===== config.mk =====
export PLATFORM = sky130hd
export DESIGN_NAME = sipo_word_assembler
export DESIGN_NICKNAME = d
export VERILOG_FILES = /design/src/rtl/sipo_pkg.sv /design/src/rtl/sipo_bit_counter.sv /design/src/rtl/sipo_word_assembler.sv
export SDC_FILE = /design/constraint.sdc
export NUM_CORES = 1
export LEC_CHECK = 0
export ABC_AREA = 1
export CAP_MARGIN = 20
export CELL_PAD_IN_SITES_DETAIL_PLACEMENT = 0
export CELL_PAD_IN_SITES_GLOBAL_PLACEMENT = 2
export CORE_ASPECT_RATIO = 0.8
export CORE_UTILIZATION = 31
export CTS_BUF_LIST = sky130_fd_sc_hd__clkbuf_8
export DETAILED_ROUTE_END_ITERATION = 10
export GPL_ROUTABILITY_DRIVEN = 0
export PLACE_DENSITY_LB_ADDON = 0.1
export SLEW_MARGIN = 20
export SYNTH_ARGS = -nofsm -noshare
export SYNTH_HDL_FRONTEND = slang
export SYNTH_HIERARCHICAL = 1
export SYNTH_SLANG_ARGS = --single-unit

===== constraint.sdc =====
create_clock -name clk -period 2.1 [get_ports clk]
set_input_delay 0.315 -clock clk [delete_from_list [all_inputs] [get_ports clk]]
set_output_delay 0.315 -clock clk [all_outputs]
set_load 0.05 [all_outputs]

===== src/rtl/sipo_pkg.sv =====
// Shared constants and helpers for the SIPO word assembler.
// Optional feature macro: SIPO_PARITY_EN (adds an odd-parity bit per frame).
package sipo_pkg;

`ifdef SIPO_PARITY_EN
  localparam int PAR_BITS = 1;
`else
  localparam int PAR_BITS = 0;
`endif

  function automatic int cnt_w(input int w);
    return $clog2(w + 1);
  endfunction

endpackage


===== src/rtl/sipo_bit_counter.sv =====
// Modulo-FRAME bit counter with clear and a wrap strobe.
// The wrap strobe marks the edge that shifts the last bit of a frame.
module sipo_bit_counter #(
  parameter int FRAME = 8,
  parameter int CW    = 4
) (
  input  logic          clk,
  input  logic          rst,
  input  logic          en,
  input  logic          clr,
  output logic [CW-1:0] cnt,
  output logic          wrap
);

  logic last;

  assign last = (cnt == CW'(FRAME - 1));
  assign wrap = en & ~clr & last;

  always_ff @(posedge clk) begin
    if (rst || clr) begin
      cnt <= '0;
    end else if (en) begin
      cnt <= last ? '0 : cnt + CW'(1);
    end
  end

endmodule


===== src/rtl/sipo_word_assembler.sv =====
// Serial-in/parallel-out word assembler with valid/ready holding register.
// Optional feature macro: SIPO_PARITY_EN (odd parity bit, parity_err port).
module sipo_word_assembler
  import sipo_pkg::*;
#(
  parameter int WIDTH     = 8,
  parameter bit MSB_FIRST = 1'b1,
  localparam int CW       = cnt_w(WIDTH)
) (
  input  logic             clk,
  input  logic             rst,
  input  logic             d,
  input  logic             shift_en,
  input  logic             flush,
  output logic [WIDTH-1:0] word_q,
  output logic             word_valid,
  input  logic             word_ready,
  output logic             overrun,
  output logic [CW-1:0]    bit_cnt
`ifdef SIPO_PARITY_EN
  ,
  output logic             parity_err
`endif
);

  localparam int FRAME = WIDTH + PAR_BITS;

  logic [WIDTH-1:0] sr;
  logic [WIDTH-1:0] sr_nx;
  logic [WIDTH-1:0] word_nx;
  logic             wrap;
  logic             xfer;
  logic             load;
  logic             drop;

  sipo_bit_counter #(
    .FRAME (FRAME),
    .CW    (CW)
  ) u_cnt (
    .clk  (clk),
    .rst  (rst),
    .en   (shift_en),
    .clr  (flush),
    .cnt  (bit_cnt),
    .wrap (wrap)
  );

  always_comb begin
    sr_nx = MSB_FIRST ? {sr[WIDTH-2:0], d}
                      : {d, sr[WIDTH-1:1]};
  end

`ifdef SIPO_PARITY_EN
  // Last frame bit is parity: data is already complete in sr
  logic perr_nx;
  assign word_nx = sr;
  assign perr_nx = ~(^sr ^ d);
`else
  assign word_nx = sr_nx;
`endif

  assign xfer = word_valid & word_ready;
  assign load = wrap & (~word_valid | xfer);
  assign drop = wrap & word_valid & ~xfer;

  always_ff @(posedge clk) begin
    if (rst || flush) begin
      sr <= '0;
    end else if (shift_en) begin
      sr <= sr_nx;
    end
  end

  always_ff @(posedge clk) begin
    if (rst) begin
      word_q     <= '0;
      word_valid <= 1'b0;
      overrun    <= 1'b0;
    end else begin
      overrun <= drop;
      if (load) begin
        word_q     <= word_nx;
        word_valid <= 1'b1;
      end else if (xfer) begin
        word_valid <= 1'b0;
      end
    end
  end

`ifdef SIPO_PARITY_EN
  always_ff @(posedge clk) begin
    if (rst) begin
      parity_err <= 1'b0;
    end else if (load) begin
      parity_err <= perr_nx;
    end
  end
`endif

endmodule


# --- Word-level counts from Yosys, hierarchy flattened ---
# Cells that the tools add are included.
totals:
  reg_bits: 21
  in_bits: 6
  out_inout_bits: 14
  elab_cells: 22
classes:
  add_sub_neg: 1
  n_eq_ne: 1
  n_mux: 3
  bitwise: 10
  n_reduce_logical: 2
ops:
  columns: ["op", "n"]
  rows:
  - ["$and A1 B1 Y1", 6]
  - ["$add A4 B1 Y4 const B", 1]
  - ["$eq A4 B3 Y1 const B", 1]
  - ["$mux W4", 1]
  - ["$not A1 Y1", 3]
  - ["$mux W1", 2]
  - ["$reduce_bool A2 Y1", 1]
  - ["$logic_or A1 B1 Y1", 1]
  - ["$or A1 B1 Y1", 1]

# --- Longest topological paths before layout ---
logic_depth:
  depth_word: 5
  depth_mapped: 8
  ltp_nobuf: 6

# --- Cells and area by module ---
# Netlist, hierarchy kept.
modules_own_cells:
  columns: ["module", "instances", "cells_each", "area_per_inst_um2"]
  rows:
  - ["sipo_word_assembler", 1, 83, 688.2]
  - ["sipo_bit_counter", 1, 27, 187.7]

# --- Worst setup path after synthesis ---
# Ideal clock, no wire load.
synth_path:
  path_kind: "reg2reg"
  startpoint: "register u_cnt.cnt[0]"
  endpoint: "register word_q[3]"
  setup_time_ns: 0.117
  arrival_time_ns: 1.574
  slack_ns: 0.410
  path_stages_with_launch: 9
  path_buffers: 2
  period_less_slack_ns: 1.690
  path_cell_list: "dfxtp_1 -> ha_1 -> nand4_1 -> nor2_1 -> buf_6 -> buf_12 -> nand3_2 -> nand2_1 -> nor2_1"
synth_via:
  elab_chain_len: 3
synth_lines:
  columns: ["item", "line", "source"]
  rows:
  - ["from (decl)", "sipo_bit_counter.sv:11", "output logic [CW-1:0] cnt,"]
  - ["from (signal assigned)", "sipo_bit_counter.sv:24", "cnt <= last ? '0 : cnt + CW'(1);"]
  - ["$eq A4 B3 Y1", "sipo_bit_counter.sv:17", "assign last = (cnt == CW'(FRAME - 1));"]
  - ["$and A1 B1 Y1", "sipo_bit_counter.sv:18", "assign wrap = en & ~clr & last;"]
  - ["via wrap", "sipo_word_assembler.sv:31", "logic wrap;"]
  - ["$and A1 B1 Y1", "sipo_word_assembler.sv:63", "assign load = wrap & (~word_valid | xfer);"]
  - ["to (signal assigned)", "sipo_word_assembler.sv:82", "word_q <= word_nx;"]
  - ["to (decl)", "sipo_word_assembler.sv:15", "output logic [WIDTH-1:0] word_q,"]
# The timed path passes the listed nets, and every way through them passes these cells.
# A chain may end at the register's enable or synchronous reset.

# --- Worst setup path in the final report ---
layout_path:
  startpoint: "register u_cnt.cnt[1]"
  endpoint: "output port bit_cnt[1]"
layout_lines:
  columns: ["item", "line", "source"]
  rows:
  - ["to (decl)", "sipo_word_assembler.sv:19", "output logic [CW-1:0] bit_cnt"]
# No word-level cell between the ends.

==> results.py <==
metrics = {
    "status": {
        "outcome": "completed",
    },
    "hold_path": {
        "min-delay-start": "sr[1]",
        "min_path_type": "reg -> reg",
    },
    "grt": {
        "antenna_found_initial": 0,
        "grt_use_total_pct": 13.3,
        "grt_pass1_wl_um": 2950,
        "grt_max_degree": 19,
        "grt_pass1_vias": 697,
        "overflow": 0,
    },
    "detailed_routing": {
        "drcViolationCount": 0,
        "drtIter0Drc": 20,
        "wire_per_inst_um": 10.1,
        "finalWirelength_um": 1690,
        "drtPass1Iterations": 4,
        "via_per_inst": 4.38,
        "dr_total_vias": 732,
        "ant_nets": 0,
    },
    "yosys": {
        "synth_area_leaders": "dfxtp_1 48%, a21oi_1 11%, nor2_1 6.0%",
        "synth-simple-area-share_pct": 21.9,
        "syn-cell-area_um2": 876,
        "synthXorXnorAreaFrac_pct": 0,
        "synthMuxAreaShare_pct": 0,
        "syn_inst": 110,
        "synth_compound_area_share_pct": 16.6,
        "synth_fa_ha_area_share_pct": 1.43,
        "synth_area_leader_cell": "dfxtp_1",
        "ys_ff_latch": 21,
        "synth_seq_area_share_pct": 48.0,
        "syn-num-nets": 117,
        "synth_cell_type_count": 18,
        "synth_top_family_by_area": "simple AND/OR/NAND/NOR gates",
        "synth.avg_cell_area_um2": 7.96,
        "yosys_warnings": 6,
        "synth_top_area_share_pct": 48.0,
    },
    "worst_setup_path": {
        "worstPathCellList": "clkdlybuf4s50_1",
        "start_kind": "register",
        "worstReg2RegStart": "u_cnt/cnt[1]",
        "path_buf_inv": 1,
        "max_stage_delay_ps": 820,
        "critPathKind": "reg -> out",
        "critPathArrivalTime_ps": 1470,
        "crit_fanout": 4,
        "cp.required_ps": 1780,
        "end_kind": "primary output",
        "crit_path_start": "u_cnt/cnt[1]",
        "crit_slowest_cell": "clkdlybuf4s50_1",
        "cpLargestDelayFamily": "buffers and inverters",
    },
    "power_and_ir_drop": {
        "pwr-share-comb_pct": 7.3,
        "power_density_nw_per_um2": 636,
        "power_frac_clock_pct": 35.4,
        "p_sw_share_pct": 22.1,
        "p_leak_nw": 0.419,
        "power.internal_mw": 0.556,
        "p_seq_share_pct": 57.3,
        "vdd_drop_max_mv": 0.408,
        "power.switching_mw": 0.158,
        "finalPower_mw": 0.713,
    },
    "floorplan": {
        "dieArea_um2": 3040,
        "num_io_pins": 20,
        "design.core.area_um2": 2560,
        "die_h_um": 49.5,
        "die_w_um": 61.4,
        "num_rows": 16,
        "start_util_pct": 34.2,
    },
    "layout": {
        "synthToLayoutAreaGrowth_pct": 28.0,
        "fin_cells": 167,
        "fin_nets": 139,
        "drive_gt1_share_pct": 8.40,
        "diodes": 0,
    },
    "timing": {
        "worst_pin_slew_ps": 492,
        "hold_viol": 0,
        "slew_violations": 0,
        "rsz0062_at_grt": "no",
        "max_freq_mhz": 561,
        "period_minus_slack_ps": 1780,
        "setup_violations": 0,
        "tns_ps": 0,
        "min_period_over_period_pct": 84.8,
        "maxSlewHeadroom_pct": 67.1,
        "clock_skew_ps": 4.13,
    },
    "clock_tree": {
        "clk_pin_slew_ps": 70,
        "clk_path_buf_depth": 2,
        "cts_buffers": 3,
        "clock_latency_ps": 260,
        "h-tree-depth": 1,
        "cts-resized-gates": 0,
        "postCtsHoldBufs": 0,
        "post-cts-setup-buffers": 0,
        "cts_tree": "yes",
        "numClockSinks": 21,
        "cts_root_buffer": "clkbuf_8",
    },
    "run": {
        "max_cap_viol_count": 0,
    },
    "place": {
        "portBuffers": 19,
        "place.detailed.hpwl_um": 1220,
        "dp.cells": 163,
    },
}
-- Yosys cell counts (all sizes together) --
cell    n
nor3    1
o21ai  10
ha      1
nand4   1
inv    15
buf     4
nor2   15
nand3   8
nand2  14
a21oi  19
dfxtp  21
or2     1
-- cell type report --
class / instances / area, µm²
fillers: 282 / 1440
flip-flops and latches: 21 / 420
multi-input cells: 70 / 349
repair buffers: 21 / 205
inverters: 15 / 56.3
well taps: 36 / 45.0
clock buffers: 3 / 41.3
clock inverters: 1 / 3.75
-- routing by layer --
| layer | up-vias | track usage, % | share of wire, % | routed length [µm] |
|---|---|---|---|---|
| li1 | 403 | - | - | - |
| met3 | 5 | 4.72 | 4.6 | 78 |
| met2 | 15 | 21.4 | 43 | 718 |
| met1 | 309 | 15.8 | 51 | 863 |
| met4 | 0 | 5.56 | 1.6 | 27 |
| met5 | - | 0 | 0 | 0 |
-- path summary, 6_finish.rpt --
path                end  slack [ps]  cells past startpoint
min               sr[2]         480                      2
max          bit_cnt[1]         320                      1
max reg2reg   word_q[5]         730                      7
min reg2reg       sr[2]         480                      2
-- power by group through the flow --
stage / combinational (mW) / clock [mW] / sequential [mW]
final: 0.0522 / 0.253 / 0.408
after floorplan: 0.0242 / 0 / 0.422
after global placement: 0.0528 / 0 / 0.417
after global routing: 0.0595 / 0.291 / 0.409
after detailed placement: 0.0526 / 0 / 0.418
after CTS: 0.0529 / 0.272 / 0.408
-- kinds of logic after synthesis --
group / after synthesis
AND/OR/NAND/NOR: 40
AO/OA/AOI/OAI: 29
flip-flops: 21
buffers and inverters: 19
adder cells (fa/ha/maj): 1
-- flip-flops by register name, indices dropped and copies added, names as in the netlist --
signal / count
word_q: 8
sr: 7
u_cnt/cnt: 4
overrun: 1
word_valid: 1
-- metrics by stage --
stage / util [%] / hold WS [ps] / instance area (µm²) / setup slack (ps)
final: 43.8 / 484 / 1120 / 318
after global routing: 43.8 / 515 / 1120 / 249
after CTS: 43.8 / 486 / 1120 / 301
after detailed placement: 42.0 / 468 / 1080 / 510
after global placement: 42.0 / 469 / 1080 / 516
after floorplan: - / 384 / 876 / 410
-- placed cells by master, fill, tap and decap left out, types with 2 or more instances in the layout --
cell type and n:
clkbuf_8 3, nand3_1 7, nand2_1 13, inv_2 2
buf_4 2, nor2_1 14, dfxtp_1 21, a21oi_1 19
clkdlybuf4s50_1 19, inv_1 14, o21ai_0 10
Power figures use the tool's default switching activity.
